$ cat config.mk
export PLATFORM = sky130hd
export DESIGN_NAME = rom_uploader
export DESIGN_NICKNAME = d
export VERILOG_FILES = /design/src/rtl/rom_uploader.sv
export SDC_FILE = /design/constraint.sdc
export NUM_CORES = 1
export LEC_CHECK = 0
export CELL_PAD_IN_SITES_DETAIL_PLACEMENT = 1
export CELL_PAD_IN_SITES_GLOBAL_PLACEMENT = 1
export CORE_MARGIN = 4
export CORE_UTILIZATION = 31
export CTS_BUF_LIST = sky130_fd_sc_hd__clkbuf_4
export CTS_CLUSTER_SIZE = 30
export DETAILED_ROUTE_END_ITERATION = 12
export GPL_TIMING_DRIVEN = 0
export PLACE_DENSITY_LB_ADDON = 0.1
export SETUP_SLACK_MARGIN = 0.02
export SLEW_MARGIN = 15
export SYNTH_ARGS = -nofsm -noshare
export SYNTH_HDL_FRONTEND = slang
export SYNTH_SLANG_ARGS = --single-unit
$ cat constraint.sdc
create_clock -name clk_sys -period 6.3 [get_ports clk_sys]
set_clock_uncertainty 0.2 [all_clocks]
set_input_delay 0.63 -clock clk_sys [delete_from_list [all_inputs] [get_ports clk_sys]]
set_output_delay 0.63 -clock clk_sys [all_outputs]
set_load 0.01 [all_outputs]
$ cat src/rtl/rom_uploader.sv
// rom_uploader: serves hps_io upload reads from the BRAM/SDRAM/constant ROM byte map.
// Optional SDRAM ack watchdog: define ROM_UPLOAD_TIMEOUT_EN.
module rom_uploader #(
  parameter int SD_TIMEOUT = 255
) (
  input  logic        clk_sys,
  input  logic        reset,
  input  logic        upload_en,
  input  logic [25:0] ioctl_addr,
  input  logic        ioctl_rd,
  output logic [15:0] ioctl_din,
  output logic        ioctl_wait,
  output logic [25:0] bram_addr,
  output logic        bram_68k_rd,
  output logic        bram_z80_rd,
  output logic        bram_prom1_rd,
  output logic        bram_prom2_rd,
  input  logic [15:0] bram_68k_q,
  input  logic [7:0]  bram_z80_q,
  input  logic [7:0]  bram_prom1_q,
  input  logic [7:0]  bram_prom2_q,
  output logic        sdram_req,
  output logic [24:0] sdram_addr,
  input  logic        sdram_ack,
  input  logic [15:0] sdram_q
);
  typedef enum logic [3:0] {IDLE, DECODE, B16, B8_LO, B8_HI, LATCH, SD_REQ, SD_WAIT, DONE} state_t;
  typedef enum logic [3:0] {
    R_68K, R_Z80, R_TILES, R_SPRITES, R_K007232, R_UPD7759, R_THEME, R_PROM1, R_PROM2, R_NONE
  } region_t;
  // region start addresses in map order; the last entry is the end of the map
  localparam logic [25:0] region_base [10] = '{
    26'h000000, 26'h060000, 26'h068000, 26'h168000, 26'h368000,
    26'h388000, 26'h3A8000, 26'h428000, 26'h428100, 26'h428200
  };
  state_t state, state_nx;
  region_t rg;
  logic [25:0] a, base, o, sd_sum;
  logic [7:0] lo, q8;
  logic [15:0] dbuf, din_nx;
  logic sd_to;
  always_comb begin
    rg = R_NONE;
    base = region_base[9];
    for (int i = 8; i >= 0; i--)
      if (a < region_base[i+1]) begin
        rg = region_t'(4'(i));
        base = region_base[i];
      end
  end
  assign o = a - base;
  assign sd_sum = o + (rg == R_SPRITES ? 26'h200000 : rg == R_THEME ? 26'h400000 : 26'h000000);
  assign q8 = rg == R_Z80 ? bram_z80_q : rg == R_PROM1 ? bram_prom1_q : bram_prom2_q;
  assign din_nx = state == LATCH ? (rg == R_68K ? bram_68k_q : {q8, lo}) :
                  state == SD_WAIT ? (sdram_ack ? sdram_q : 16'hDEAD) :
                  (rg == R_NONE ? 16'h0000 : 16'hFFFF);
`ifdef ROM_UPLOAD_TIMEOUT_EN
  logic [7:0] to_cnt;
  always_ff @(posedge clk_sys) begin
    if (reset || state != SD_WAIT) to_cnt <= 8'd0;
    else to_cnt <= to_cnt + 8'd1;
  end
  assign sd_to = to_cnt == 8'(SD_TIMEOUT - 1);
`else
  assign sd_to = 1'b0;
`endif
  always_ff @(posedge clk_sys) begin
    if (reset) state <= IDLE;
    else state <= state_nx;
  end
  always_comb begin
    state_nx = state;
    case (state)
      IDLE:    state_nx = ioctl_rd && upload_en ? DECODE : IDLE;
      DECODE:  state_nx = rg == R_68K ? B16 :
                          (rg == R_Z80 || rg == R_PROM1 || rg == R_PROM2) ? B8_LO :
                          (rg == R_TILES || rg == R_SPRITES || rg == R_THEME) ? SD_REQ : DONE;
      B16:     state_nx = LATCH;
      B8_LO:   state_nx = B8_HI;
      B8_HI:   state_nx = LATCH;
      LATCH:   state_nx = DONE;
      SD_REQ:  state_nx = SD_WAIT;
      SD_WAIT: state_nx = sdram_ack || sd_to ? DONE : SD_WAIT;
      default: state_nx = IDLE;
    endcase
  end
  always_comb begin
    bram_68k_rd = state == B16;
    bram_z80_rd = (state == B8_LO || state == B8_HI) && rg == R_Z80;
    bram_prom1_rd = (state == B8_LO || state == B8_HI) && rg == R_PROM1;
    bram_prom2_rd = (state == B8_LO || state == B8_HI) && rg == R_PROM2;
    bram_addr = state == B16 ? o >> 1 : state == B8_HI ? o + 26'd1 : o;
    sdram_req = state == SD_WAIT;
    sdram_addr = sd_sum[25:1];
  end
  // result is staged in dbuf and published to the host only while leaving DONE
  always_ff @(posedge clk_sys) begin
    if (reset) begin
      a <= '0;
      lo <= '0;
      dbuf <= '0;
      ioctl_din <= '0;
      ioctl_wait <= 1'b0;
    end else begin
      if (state == IDLE && state_nx == DECODE) a <= ioctl_addr & ~26'd1;
      if (state == B8_HI) lo <= q8;
      if (state_nx == DONE) dbuf <= din_nx;
      if (state == DONE) ioctl_din <= dbuf;
      ioctl_wait <= state_nx != IDLE;
    end
  end
endmodule

# Word level (Yosys, flattened, before mapping)
# Cells that the tools add are included.
[op_classes] add_sub_neg=3 order_cmp=9 n_eq_ne=17 mux=35 n_reduce_logical=14
[ops] op="26-bit two-way mux" n=9
[ops] op="16-bit two-way mux" n=5
[ops] op="26-bit by 22-bit less-than comparator with 1-bit output (second input constant)" n=3
[ops] op="26-bit by 23-bit less-than comparator with 1-bit output (second input constant)" n=3
[ops] op="26-bit by 19-bit less-than comparator with 1-bit output (second input constant)" n=2
[ops] op="4-bit two-way mux" n=12
[ops] op="23-bit two-way mux" n=2
[ops] op="4-bit one-hot mux with 7 select lines" n=1
[ops] op="26-bit by 1-bit adder with 26-bit output (second input constant)" n=1
[ops] op="26-bit by 23-bit adder with 26-bit output" n=1
[ops] op="26-bit by 21-bit less-than comparator with 1-bit output (second input constant)" n=1
[ops] op="26-bit subtractor" n=1
[ops] op="4-bit by 3-bit == test with 1-bit output (second input constant)" n=6
[ops] op="10-bit two-way mux" n=2
[ops] op="4-bit by 2-bit == test with 1-bit output (second input constant)" n=4
[ops] op="4-bit == test (second input constant)" n=4
[ops] op="8-bit two-way mux" n=2
[ops] op="4-bit by 1-bit == test with 1-bit output (second input constant)" n=3
[ops] op="4-bit logical NOT" n=2
[ops] op="1-bit logical AND" n=5
[ops] op="1-bit logical OR" n=5
[ops] op="4-bit nonzero test" n=1
[ops] op="1-bit two-way mux" n=2
[ops] op="2-bit OR reduction" n=1
[word_totals] reg_bits=70 in_bits=87 output_inout_bits=73

# Depth between registers and ports, before layout
# Gate-level depths: netlist of run 1.
[depth] depth_word=19 depth_mapped=18

# Least setup slack after synthesis of run 1
# OpenSTA, ideal clock, no wires.
[synth_timing] path_kind="reg2out" from="reg a[10]" to="out sdram_addr[23]" arrival_ps=3662 path_slack_ps=1808 stages_incl_launch_ff=18 path_buffers=1 path_cell_list="dfxtp_1 -> or4_1 -> buf_2 -> nor2_1 -> nand4_1 -> inv_1 -> ha_1 -> inv_1 -> fa_1 -> o31ai_1 -> a31oi_1 -> a21oi_1 -> xor2_1 -> inv_1 -> ha_1 -> a21oi_1 -> nor2_1 -> xnor2_1"
[synth_between] elab_chain_cells=14
[synth_lines] item="start, declared" line="38" text="logic [25:0] a, base, o, sd_sum;"
[synth_lines] item="start signal, assigned" line="105" text="if (state == IDLE && state_nx == DECODE) a <= ioctl_addr & ~26'd1;"
[synth_lines] item="branches (longest 13 deep; another with 26-bit by 23-bit less-than comparator with 1-bit output)"
[synth_lines] item="26-bit by 23-bit adder with 26-bit output (*)" line="52" text="assign sd_sum = o + (rg == R_SPRITES ? 26'h200000 : rg == R_THEME ? 26'h400000 : 26'h000000);"
[synth_lines] item="end, declared" line="23" text="output logic [24:0] sdram_addr,"
# Mark *: on every way between the ends.

# Final worst setup path of run 1
[layout_timing] from="reg a[10]" to="out sdram_addr[24]"
# Same word-level chain as after synthesis.

==> results of run 1 <==
## report_power, final
| part | internal [mW] | switching [mW] |
|---|---|---|
| clock network | 0.126 | 0.194 |
| registers | 0.479 | 0.0321 |
| logic | 0.620 | 0.671 |
| total | 1.22 | 0.897 |
## layer usage
| metal | global-route usage, % | vias up | wire (um) |
|---|---|---|---|
| met4 | 6.235 | 0 | 261 |
| met5 | 0 | - | 0 |
| met1 | 29.59 | 2516 | 8322 |
| met3 | 3.050 | 17 | 835 |
| li1 | - | 2560 | - |
| met2 | 34.55 | 116 | 8454 |
## kinds of logic (layout without fill, tap and decap cells)
family          after synthesis  after routing  share of synthesized area (%)
simple gates                305            305                          29.77
compound gates              149            149                          21.09
buf+inv                      72            247                          6.876
flops                        70             70                          30.56
mux                          21             21                          4.584
xor+xnor                     17             17                          3.247
fa+ha+maj                    13             13                          3.874
## registers in the layout, summed over array words and instances (netlist names)
name / cells
ioctl_din: 16
dbuf: 16
lo: 8
ioctl_wait: 1
a: 25
state: 4
## stage by stage
| step | total power [mW] | utilization, % | hold slack, ns |
|---|---|---|---|
| floorplan | 1.192 | - | 0.2312 |
| global placement | 1.765 | 43.95 | 0.2439 |
| detailed placement | 1.798 | 43.95 | 0.2469 |
| CTS | 2.122 | 45.00 | 0.2652 |
| global route | 2.260 | 45.22 | 0.2846 |
| finish | 2.122 | 45.22 | 0.2628 |
## cell usage in the layout, fill, tap and decap left out, types with 4 or more instances in the layout
cell               n
mux2i_1           21
nor3_1            22
clkbuf_4           9
a22oi_1            8
nand2b_1           4
a311oi_1           5
nor2b_1            4
or2_2              4
nand3_1           11
clkdlybuf4s50_1  157
inv_1             17
inv_6              4
nand2_1          149
nor2_1            77
clkbuf_1          34
and3_1             5
nor4_1             4
buf_4             10
buf_1              4
a21oi_1           68
o21ai_0           12
a211o_1            8
o22ai_1           11
ha_1              11
buf_2              6
dfxtp_1           70
xnor2_1           14
o31a_1             6
a211oi_1           6
## area by class of cell
class | instances | share of cell area, %
buffer | 53 | 3.712
clock buffer | 9 | 1.028
clock inverter | 7 | 1.180
inverter | 19 | 1.085
multi-input combinational | 505 | 44.03
sequential | 70 | 21.32
tap | 184 | 3.503
timing repair buffer | 159 | 24.14
## critical path, cell delays in order (launching register included)
cell             delay [ns]
dfxtp_1                0.39
or4_1                  0.58
buf_2                  0.20
nor2_1                 0.15
nand4_1                0.18
inv_1                  0.10
ha_1                   0.17
inv_1                  0.06
fa_1                   0.49
o31ai_2                0.31
a31oi_1                0.22
a21oi_2                0.25
xor2_2                 0.13
fa_1                   0.47
nor3_2                 0.23
xnor2_1                0.14
clkdlybuf4s50_1        0.61
## timing repair
action | in CTS | in global routing
hold endpoints to repair | 0 | 0
pin swaps | 1 | 1
gates cloned | 0 | 0
gates resized for setup | 0 | 5
buffers inserted | 1 | 1
endpoints found under the setup margin | 1 | 3
## worst paths after layout
kind / startpoint / endpoint / slack [ns] / cells after the start
max: a[10] / sdram_addr[24] / 0.35 / 16
min: ioctl_din[9] / ioctl_din[9] / 0.26 / 2
max reg2reg: a[24] / dbuf[11] / 3.11 / 10
min reg2reg: ioctl_din[9] / ioctl_din[9] / 0.26 / 2
==> metrics.md, run 1 <==
| Metric | Value |
|---|---|
| Status | completed |
| Register area | 1401 um2 |
| Initial antenna violation count | 0 |
| Pwr dens | 322.8 nW/um2 |
| Total grt overflow | 0 |
| Hold bufs inserted after CTS | 0 |
| Post-route cell area | 6573 um2 |
| Vias post-DR | 5209 |
| Crit share post-route | 94.47% |
| Largest cells by area after synthesis | dfxtp_1 31%, nand2_1 12%, a21oi_1 7.5%, nor2_1 6.4%, mux2i_1 4.6% |
| WS Path Type | reg -> out |
| Post-synthesis cell type count | 59 |
| Non-Filler Instances | 1006 |
| # rows | 44 |
| Final TNS setup | 0 ns |
| Total Routed Length | 17.87 mm |
| TritonCTS Buffers | 9 |
| IO Pins | 160 |
| CP Data Arrival Time | 5.12 ns |
| Top cell type by total area after synthesis | dfxtp_1 |
| DR WL/cell | 17.77 um |
| Port Buffer Count | 157 |
| # DRC | 0 |
| H-tree levels | 3 |
| Most common cell in the netlist | nand2_1 |
| Syn nets | 747 |
| Largest net degree at the start of global routing | 15 |
| Warnings, synthesis | 0 |
| CTS Sinks | 70 |
| Max Slew Vio Count | 0 |
| Die X-Extent | 129.6 um |
| Placed cell count | 988 |
| Final Wtd Congestion | 0.8592 |
| Maxcap violations | 0 |
| Core Area | 14530 um2 |
| Via density per instance | 5.178 |
| FILL cells | 1835 |
| Post-synth EDFFs | 0 |
| Post-DP HPWL | 14.32 mm |
| Commonest cells in the netlist | 149 x nand2_1, 78 x nor2_1, 70 x dfxtp_1, 69 x a21oi_1, 34 x clkbuf_1 |
| CTS tree | yes |
| Critical path endpoint category | output port |
| CP Launch Type | flop |
| GRT Overall Usage | 21.34% |
| Mean post-synth cell area | 7.088 um2 |
| Worst-Margin Slew | 1.005 ns |
| Worst VDD drop | 0.0001226 V |
| 1st-iter DRT viols | 227 |
| CP max FO | 7 |
| Main synth FF type | dfxtp_1 |
| Sequential fraction of the synthesis area | 30.56% |
| Yosys top cell area share | 30.56% |
| Ys async rst share | 0% |
| Die area | 16800 um2 |
| RSZ-0062 raised after global routing | no |
| Die Ht | 129.6 um |
| Ratio of cells with drive above 1 in the final layout | 7.056% |
| Minimum clock period | 5.952 ns |
| Ant. Diodes | 0 |
| Highest clock rate | 168.0 MHz |
| Global-route wire length before repair | 28.04 mm |
| Slew headroom | 32.48% |
| Placed Instance Area | 6387 um2 |
| Clock Path Buffers | 2 |
| Footprint of the multi-input gates | 2894 um2 |
| Area grow syn2layout | 43.33% |
| Finish-stage setup viols | 0 |
| Post-Syn Instances | 647 |
| Vias in the first global route | 5305 |
| Post-Syn Area | 4586 um2 |
| CTS clk-pin slew, worst paths | 0.13 ns |
| Leak Pwr | 2.485 nW |
| Fin worst setup slack | 0.3481 ns |
| Root Driver | clkbuf_4 |
| Worst hold path class | reg -> reg |
| Final Net Count | 917 |
| Starting density of the core | 31.55% |
| Clk Latency, worst-skew pair | 0.48 ns |
| Yosys reg bits | 70 |
| Routed Antenna Nets | 0 |
| TritonRoute pass-1 iters | 4 |
| Critical path required time | 5.47 ns |
| Fin. Hold Viols | 0 |
| Place WS | 0.5190 ns |
(Power assumes the default switching activity.)
==> inputs of run 2 (changes only) <==
==> constraint.sdc (replaced) <==
create_clock -name clk_sys -period 6.3 [get_ports clk_sys]
set_clock_uncertainty 0.2 [all_clocks]
set_input_delay 0.63 -clock clk_sys [delete_from_list [all_inputs] [get_ports clk_sys]]
set_output_delay 0.63 -clock clk_sys [all_outputs]
set_load 0.02 [all_outputs]
==> run 2 against run 1 <==
Core utilization decreased by 0.10 points. Register-to-register slack about the same. Routed wire length increased by 0.42%. Count of clock-buffer cells in the layout unchanged. Clock power about the same. Final cell count about the same. Sequential cell count unchanged. Via count increased by 0.75%. First-iteration DRC count unchanged. Power increased by 6.0%. Combinational power increased by 10%. Critical path depth decreased by 1. Critical path type unchanged.
==> metrics.md, run 2 (same netlist as run 1, synthesis figures left out) <==
| Metric | Value |
|---|---|
| Status | completed |
| HP Start | ioctl_din[9] |
| Vias in the first global route | 5305 |
| TritonRoute pass-1 iters | 4 |
| Highest clock rate | 170.4 MHz |
| R2R Setup Slk | 3.10 ns |
| TritonCTS Buffers | 9 |
| Crit. Startpoint | a[24] |
| Hold bufs inserted after CTS | 0 |
| Die X-Extent | 129.6 um |
| CTS clk-pin slew, worst paths | 0.14 ns |
| Critical path required time | 5.47 ns |
| IO Pins | 160 |
| Worst path cell trace | clkbuf_1 > nor3_1 > nor4b_1 > nand4_1 > inv_1 > ha_1 > inv_1 > fa_1 > o31ai_2 > a31oi_1 > a21oi_1 > xor2_2 > fa_1 > xor2_1 > clkdlybuf4s50_1 |
| Placed cell count | 988 |
| Worst setup endpoint | sdram_addr[22] |
| DR WL/cell | 17.86 um |
| Pwr dens | 342.8 nW/um2 |
| Fin. Hold Viols | 0 |
| Routed Antenna Nets | 0 |
| Root Driver | clkbuf_4 |
| Worst r2r dst | dbuf[10] |
| Post-route cell area | 6558 um2 |
| Minimum clock period | 5.868 ns |
| Ant. Diodes | 0 |
| Total Power | 2.248 mW |
| Largest net degree at the start of global routing | 15 |
| CP max FO | 9 |
| Placed Instance Area | 6387 um2 |
| Post-DP HPWL | 14.32 mm |
| Vias post-DR | 5248 |
| Maxcap violations | 0 |
| Critical path endpoint category | output port |
| Max Slew Vio Count | 0 |
| Clock Path Buffers | 2 |
| Global-route wire length before repair | 28.04 mm |
| Crit share post-route | 93.15% |
| FF-to-FF path depth | 11 |
| CP Launch Type | flop |
| Die Ht | 129.6 um |
| Area grow syn2layout | 43.00% |
| Die area | 16800 um2 |
| Port Buffer Count | 157 |
| RSZ-0062 raised after global routing | no |
| Most frequent cells in the layout | 155 x clkdlybuf4s50_1, 149 x nand2_1, 78 x nor2_1, 70 x dfxtp_1, 69 x a21oi_1 |
| WS Path Type | reg -> out |
| Maximum cell stage delay along the critical path | 0.65 ns |
| # rows | 44 |
| Final Net Count | 916 |
| Slew headroom | 33.11% |
| CTS tree | yes |
| # DRC | 0 |
| CP Data Arrival Time | 5.04 ns |
| CP max stage cell | clkdlybuf4s50_1 |
| Max FFs per register | 25 |
| H-tree levels | 3 |
| Leak Pwr | 2.490 nW |
| Total Routed Length | 17.95 mm |
| Final core utilization | 45.12% |
| Worst VDD drop | 0.0001298 V |
| 1st-iter DRT viols | 227 |
| GRT Overall Usage | 21.34% |
| Initial antenna violation count | 0 |
| Via density per instance | 5.222 |
| CTS Sinks | 70 |
| Final Wtd Congestion | 0.8592 |
| Final TNS setup | 0 ns |
| Total grt overflow | 0 |
| Biggest register | a |
| Worst R2R Start | a[24] |
| Worst-Margin Slew | 0.9957 ns |
| Most common cell after layout, fill and taps aside | clkdlybuf4s50_1 |
| Worst hold path class | reg -> reg |
| Finish-stage setup viols | 0 |
| Starting density of the core | 31.55% |
| Clk Latency, worst-skew pair | 0.49 ns |
| Core Area | 14530 um2 |
| Ratio of cells with drive above 1 in the final layout | 6.577% |
| Top Registers | a x25, dbuf x16, ioctl_din x16 |
| Non-Filler Instances | 1005 |
run 2: changes by cell type in the layout (fill, tap and decap cells not counted):
| cell | before | now |
|---|---|---|
| dlymetal6s2s_1 | 0 | 2 |
| nor4b_2 | 1 | 0 |
| clkdlybuf4s50_1 | 157 | 155 |
| a21oi_1 | 68 | 69 |
| buf_4 | 10 | 9 |
| nor4b_1 | 0 | 1 |
| nor2_2 | 1 | 0 |
| nor2_1 | 77 | 78 |
| a21oi_2 | 1 | 0 |
run 2: worst max-delay path: cells and delay by family (launching register included):
family,cells,cell delay (ns)
xor+xnor,2,0.33
fa+ha+maj,3,1.13
simple gates,3,1.00
flops,1,0.31
compound gates,3,0.78
buf+inv,4,1.04
run 2: worst min path at each step:
stage	end	slack, ns	cells past startpoint
2_1_floorplan	lo[2]	0.23	2
3_3_place_gp	ioctl_din[15]	0.24	2
3_5_place_dp	ioctl_din[9]	0.25	2
4_1_cts	ioctl_din[9]	0.27	2
5_1_grt	ioctl_din[0]	0.28	2
6_report	ioctl_din[9]	0.26	2
run 2: repair_timing:
item	CTS	global route
cloned	0	0
setup buffers	1	0
pin swaps	1	0
gates resized for setup	0	4
setup endpoints to repair	2	4
run 2: metrics by stage:
step / hold WS [ns] / setup slack (ns)
2_1_floorplan: 0.2312 / 1.658
3_3_place_gp: 0.2439 / 0.5664
3_5_place_dp: 0.2469 / 0.4518
4_1_cts: 0.2652 / 0.07985
5_1_grt: 0.2846 / 0.1209
6_report: 0.2645 / 0.4318
run 2: cell type report:
| cell class | count | area [um2] |
|---|---|---|
| plain buffers | 53 | 244.0 |
| clock buffers | 9 | 67.56 |
| clock inverters | 7 | 77.57 |
| fillers | 1833 | 7976 |
| inverters | 19 | 71.32 |
| multi-input cells | 505 | 2882 |
| flip-flops and latches | 70 | 1401 |
| well taps | 184 | 230.2 |
| repair buffers | 158 | 1584 |
run 2: where the power goes:
group | internal, mW | leakage, nW | total [mW] | switching [mW]
Combinational | 0.610 | 1.84 | 1.42 | 0.805
Sequential | 0.479 | 0.568 | 0.511 | 0.0321
Clock | 0.125 | 0.0777 | 0.322 | 0.197
Total | 1.21 | 2.49 | 2.25 | 1.03
run 2: metal layers:
| metal | part of all wire [%] | track usage [%] | vias up |
|---|---|---|---|
| met5 | 0 | 0 | - |
| met4 | 1.6 | 6.235 | 0 |
| met3 | 4.3 | 3.050 | 21 |
| met2 | 47 | 34.55 | 119 |
| met1 | 47 | 29.59 | 2550 |
| li1 | - | - | 2558 |
==> inputs of run 3 (changes only) <==
--- a/config.mk
+++ b/config.mk
@@ -9,13 +9,15 @@
 export CELL_PAD_IN_SITES_GLOBAL_PLACEMENT = 1
 export CORE_MARGIN = 4
 export CORE_UTILIZATION = 31
-export CTS_BUF_LIST = sky130_fd_sc_hd__clkbuf_4
+export CTS_BUF_LIST = sky130_fd_sc_hd__clkbuf_8
 export CTS_CLUSTER_SIZE = 30
 export DETAILED_ROUTE_END_ITERATION = 12
 export GPL_TIMING_DRIVEN = 0
 export PLACE_DENSITY_LB_ADDON = 0.1
+export RECOVER_POWER = 50
 export SETUP_SLACK_MARGIN = 0.02
 export SLEW_MARGIN = 15
 export SYNTH_ARGS = -nofsm -noshare
 export SYNTH_HDL_FRONTEND = slang
 export SYNTH_SLANG_ARGS = --single-unit
+export TNS_END_PERCENT = 5
==> run 3 against run 2 <==
Non-clock buffer count stayed put. Critical path type unchanged. Final cell count unchanged. Register-to-register slack got worse by 0.55 ns. Die area unchanged. Largest cell class unchanged. Core utilization is 0.22 points higher. Sequential power barely moved. Global-route usage grew 0.10 points. Final area is 0.50% higher.
==> metrics.md, run 3 (same netlist as run 1, synthesis figures left out) <==
| Metric | Value |
|---|---|
| Final Wtd Congestion | 0.8592 |
| CTS Sinks | 70 |
| Post-route cell area | 6590 um2 |
| Leak Pwr | 2.580 nW |
| Total Routed Length | 17.96 mm |
| CP Launch Type | flop |
| Initial antenna violation count | 0 |
| Vias post-DR | 5232 |
| Post-DP HPWL | 14.32 mm |
| Most frequent cells in the layout | 149 x nand2_1, 132 x clkdlybuf4s50_1, 78 x nor2_1, 70 x dfxtp_1, 69 x a21oi_1 |
| Total grt overflow | 0 |
| Place WS | 0.4518 ns |
| Clock Path Buffers | 2 |
| 1st-iter DRT viols | 269 |
| Clk Latency, worst-skew pair | 0.38 ns |
| Critical path endpoint category | output port |
| Die Ht | 129.6 um |
| Met1 Usage GRT | 29.66% |
| Global-route wire length before repair | 28.12 mm |
| Worst VDD drop | 0.0001300 V |
| Highest clock rate | 166.4 MHz |
| CTS tree | yes |
| Finish-stage setup viols | 0 |
| TritonRoute pass-1 iters | 5 |
| Slew headroom | 34.58% |
| Routed Antenna Nets | 0 |
| Final TNS setup | 0 ns |
| Critical path required time | 5.47 ns |
| CTS clk-pin slew, worst paths | 0.08 ns |
| Largest net degree at the start of global routing | 15 |
| Psw | 1.038 mW |
| TritonCTS Buffers | 9 |
| Maximum cell stage delay along the critical path | 0.67 ns |
| Via density per instance | 5.206 |
| Root Driver | clkbuf_8 |
| Crit share post-route | 95.38% |
| RSZ-0062 raised after global routing | yes |
| Top Registers | a x25, dbuf x16, ioctl_din x16 |
| Biggest register | a |
| # DRC | 0 |
| CP max stage cell | clkdlybuf4s50_1 |
| WHS | 0.2526 ns |
| Fin. Hold Viols | 0 |
| Core Area | 14530 um2 |
| Worst path cell trace | clkbuf_1 > nor3_1 > nor4b_1 > nand4_1 > inv_1 > ha_1 > inv_1 > fa_1 > o31ai_2 > a31oi_1 > a21oi_1 > xor2_2 > fa_1 > nor3_2 > xnor2_1 > clkdlybuf4s50_1 |
| Port Buffer Count | 157 |
| Hold bufs inserted after CTS | 0 |
| Ratio of cells with drive above 1 in the final layout | 6.212% |
| Maxcap violations | 0 |
| Seq pwr share | 22.1% |
| IO Pins | 160 |
| GRT Overall Usage | 21.44% |
| Vias in the first global route | 5300 |
| Cell-internal power | 1.272 mW |
| # rows | 44 |
| WS Path Type | reg -> out |
| Die area | 16800 um2 |
| H-tree levels | 3 |
| Clock Power Share | 17.0% |
| CP Data Arrival Time | 5.18 ns |
| CP max FO | 9 |
| Die X-Extent | 129.6 um |
| Worst hold path class | reg -> reg |
| Area grow syn2layout | 43.71% |
| Sw Ratio | 44.95% |
| Max FFs per register | 25 |
| GR peak layer | met2 |
| Pwr dens | 350.5 nW/um2 |
| DR WL/cell | 17.87 um |
| Starting density of the core | 31.55% |
| Worst-Margin Slew | 0.9738 ns |
| Most common cell after layout, fill and taps aside | nand2_1 |
| Status | completed |
| Placed Instance Area | 6387 um2 |
| Fin worst setup slack | 0.2911 ns |
| Minimum clock period | 6.009 ns |
| Final Net Count | 916 |
| Met2 Track Usage GR | 34.67% |
| Combinational fraction of design power | 60.9% |
| GR Util met3 | 3.792% |
| Ant. Diodes | 0 |
| Max Slew Vio Count | 0 |
run 3: per-layer routing:
layer / part of all wire, % / vias to the layer above
li1: - / 2560
met1: 47 / 2513
met2: 47 / 140
met3: 4.7 / 19
met4: 1.5 / 0
met5: 0 / -
run 3: final cells by class:
| type | instances | area [um2] |
|---|---|---|
| clock buffer | 9 | 123.9 |
| sequential | 70 | 1401 |
| clock inverter | 7 | 77.57 |
| tap | 184 | 230.2 |
| multi-input combinational | 505 | 2868 |
| buffer | 53 | 236.5 |
| inverter | 19 | 71.32 |
| fill | 1829 | 7944 |
| timing repair buffer | 158 | 1582 |
run 3: critical path: cells and delay by family, from the launching register on:
family	cells	cell delay, ns
AOI/OAI and AO/OA	3	0.80
and+or+nand+nor	4	1.23
buffers and inverters	4	1.05
xor gates and xnor gates	2	0.29
DFF	1	0.30
adders and majority gates	3	1.13
run 3: path summary, 6_finish.rpt:
kind              depth (start not counted)    startpoint              to  slack [ns]
setup / recovery                         16         a[24]  sdram_addr[24]        0.29
hold / removal                            2  ioctl_din[9]    ioctl_din[9]        0.25
setup reg to reg                         10         a[10]        dbuf[11]        2.55
hold reg to reg                           2  ioctl_din[9]    ioctl_din[9]        0.25
run 3: timing repair:
action,in CTS,in global routing
gates resized for setup,0,3
pin swaps,1,0
buffers inserted,1,0
endpoints found under the setup margin,1,2
run 3: through the flow:
stage          util [%]  cells  power (mW)
6_report          45.34   1005       2.310
5_1_grt           45.34   1005       2.445
4_1_cts           45.39   1005       2.331
3_5_place_dp      43.95    988       1.933
3_3_place_gp      43.95    988       1.900
2_1_floorplan         -    647       1.329
run 3: power groups by stage:
| stage | Clock, mW | Sequential (mW) | Combinational, mW |
|---|---|---|---|
| floorplan | 0 | 0.511 | 0.818 |
| global placement | 0 | 0.518 | 1.38 |
| detailed placement | 0 | 0.519 | 1.41 |
| CTS | 0.401 | 0.510 | 1.42 |
| global route | 0.422 | 0.515 | 1.51 |
| finish | 0.393 | 0.510 | 1.41 |
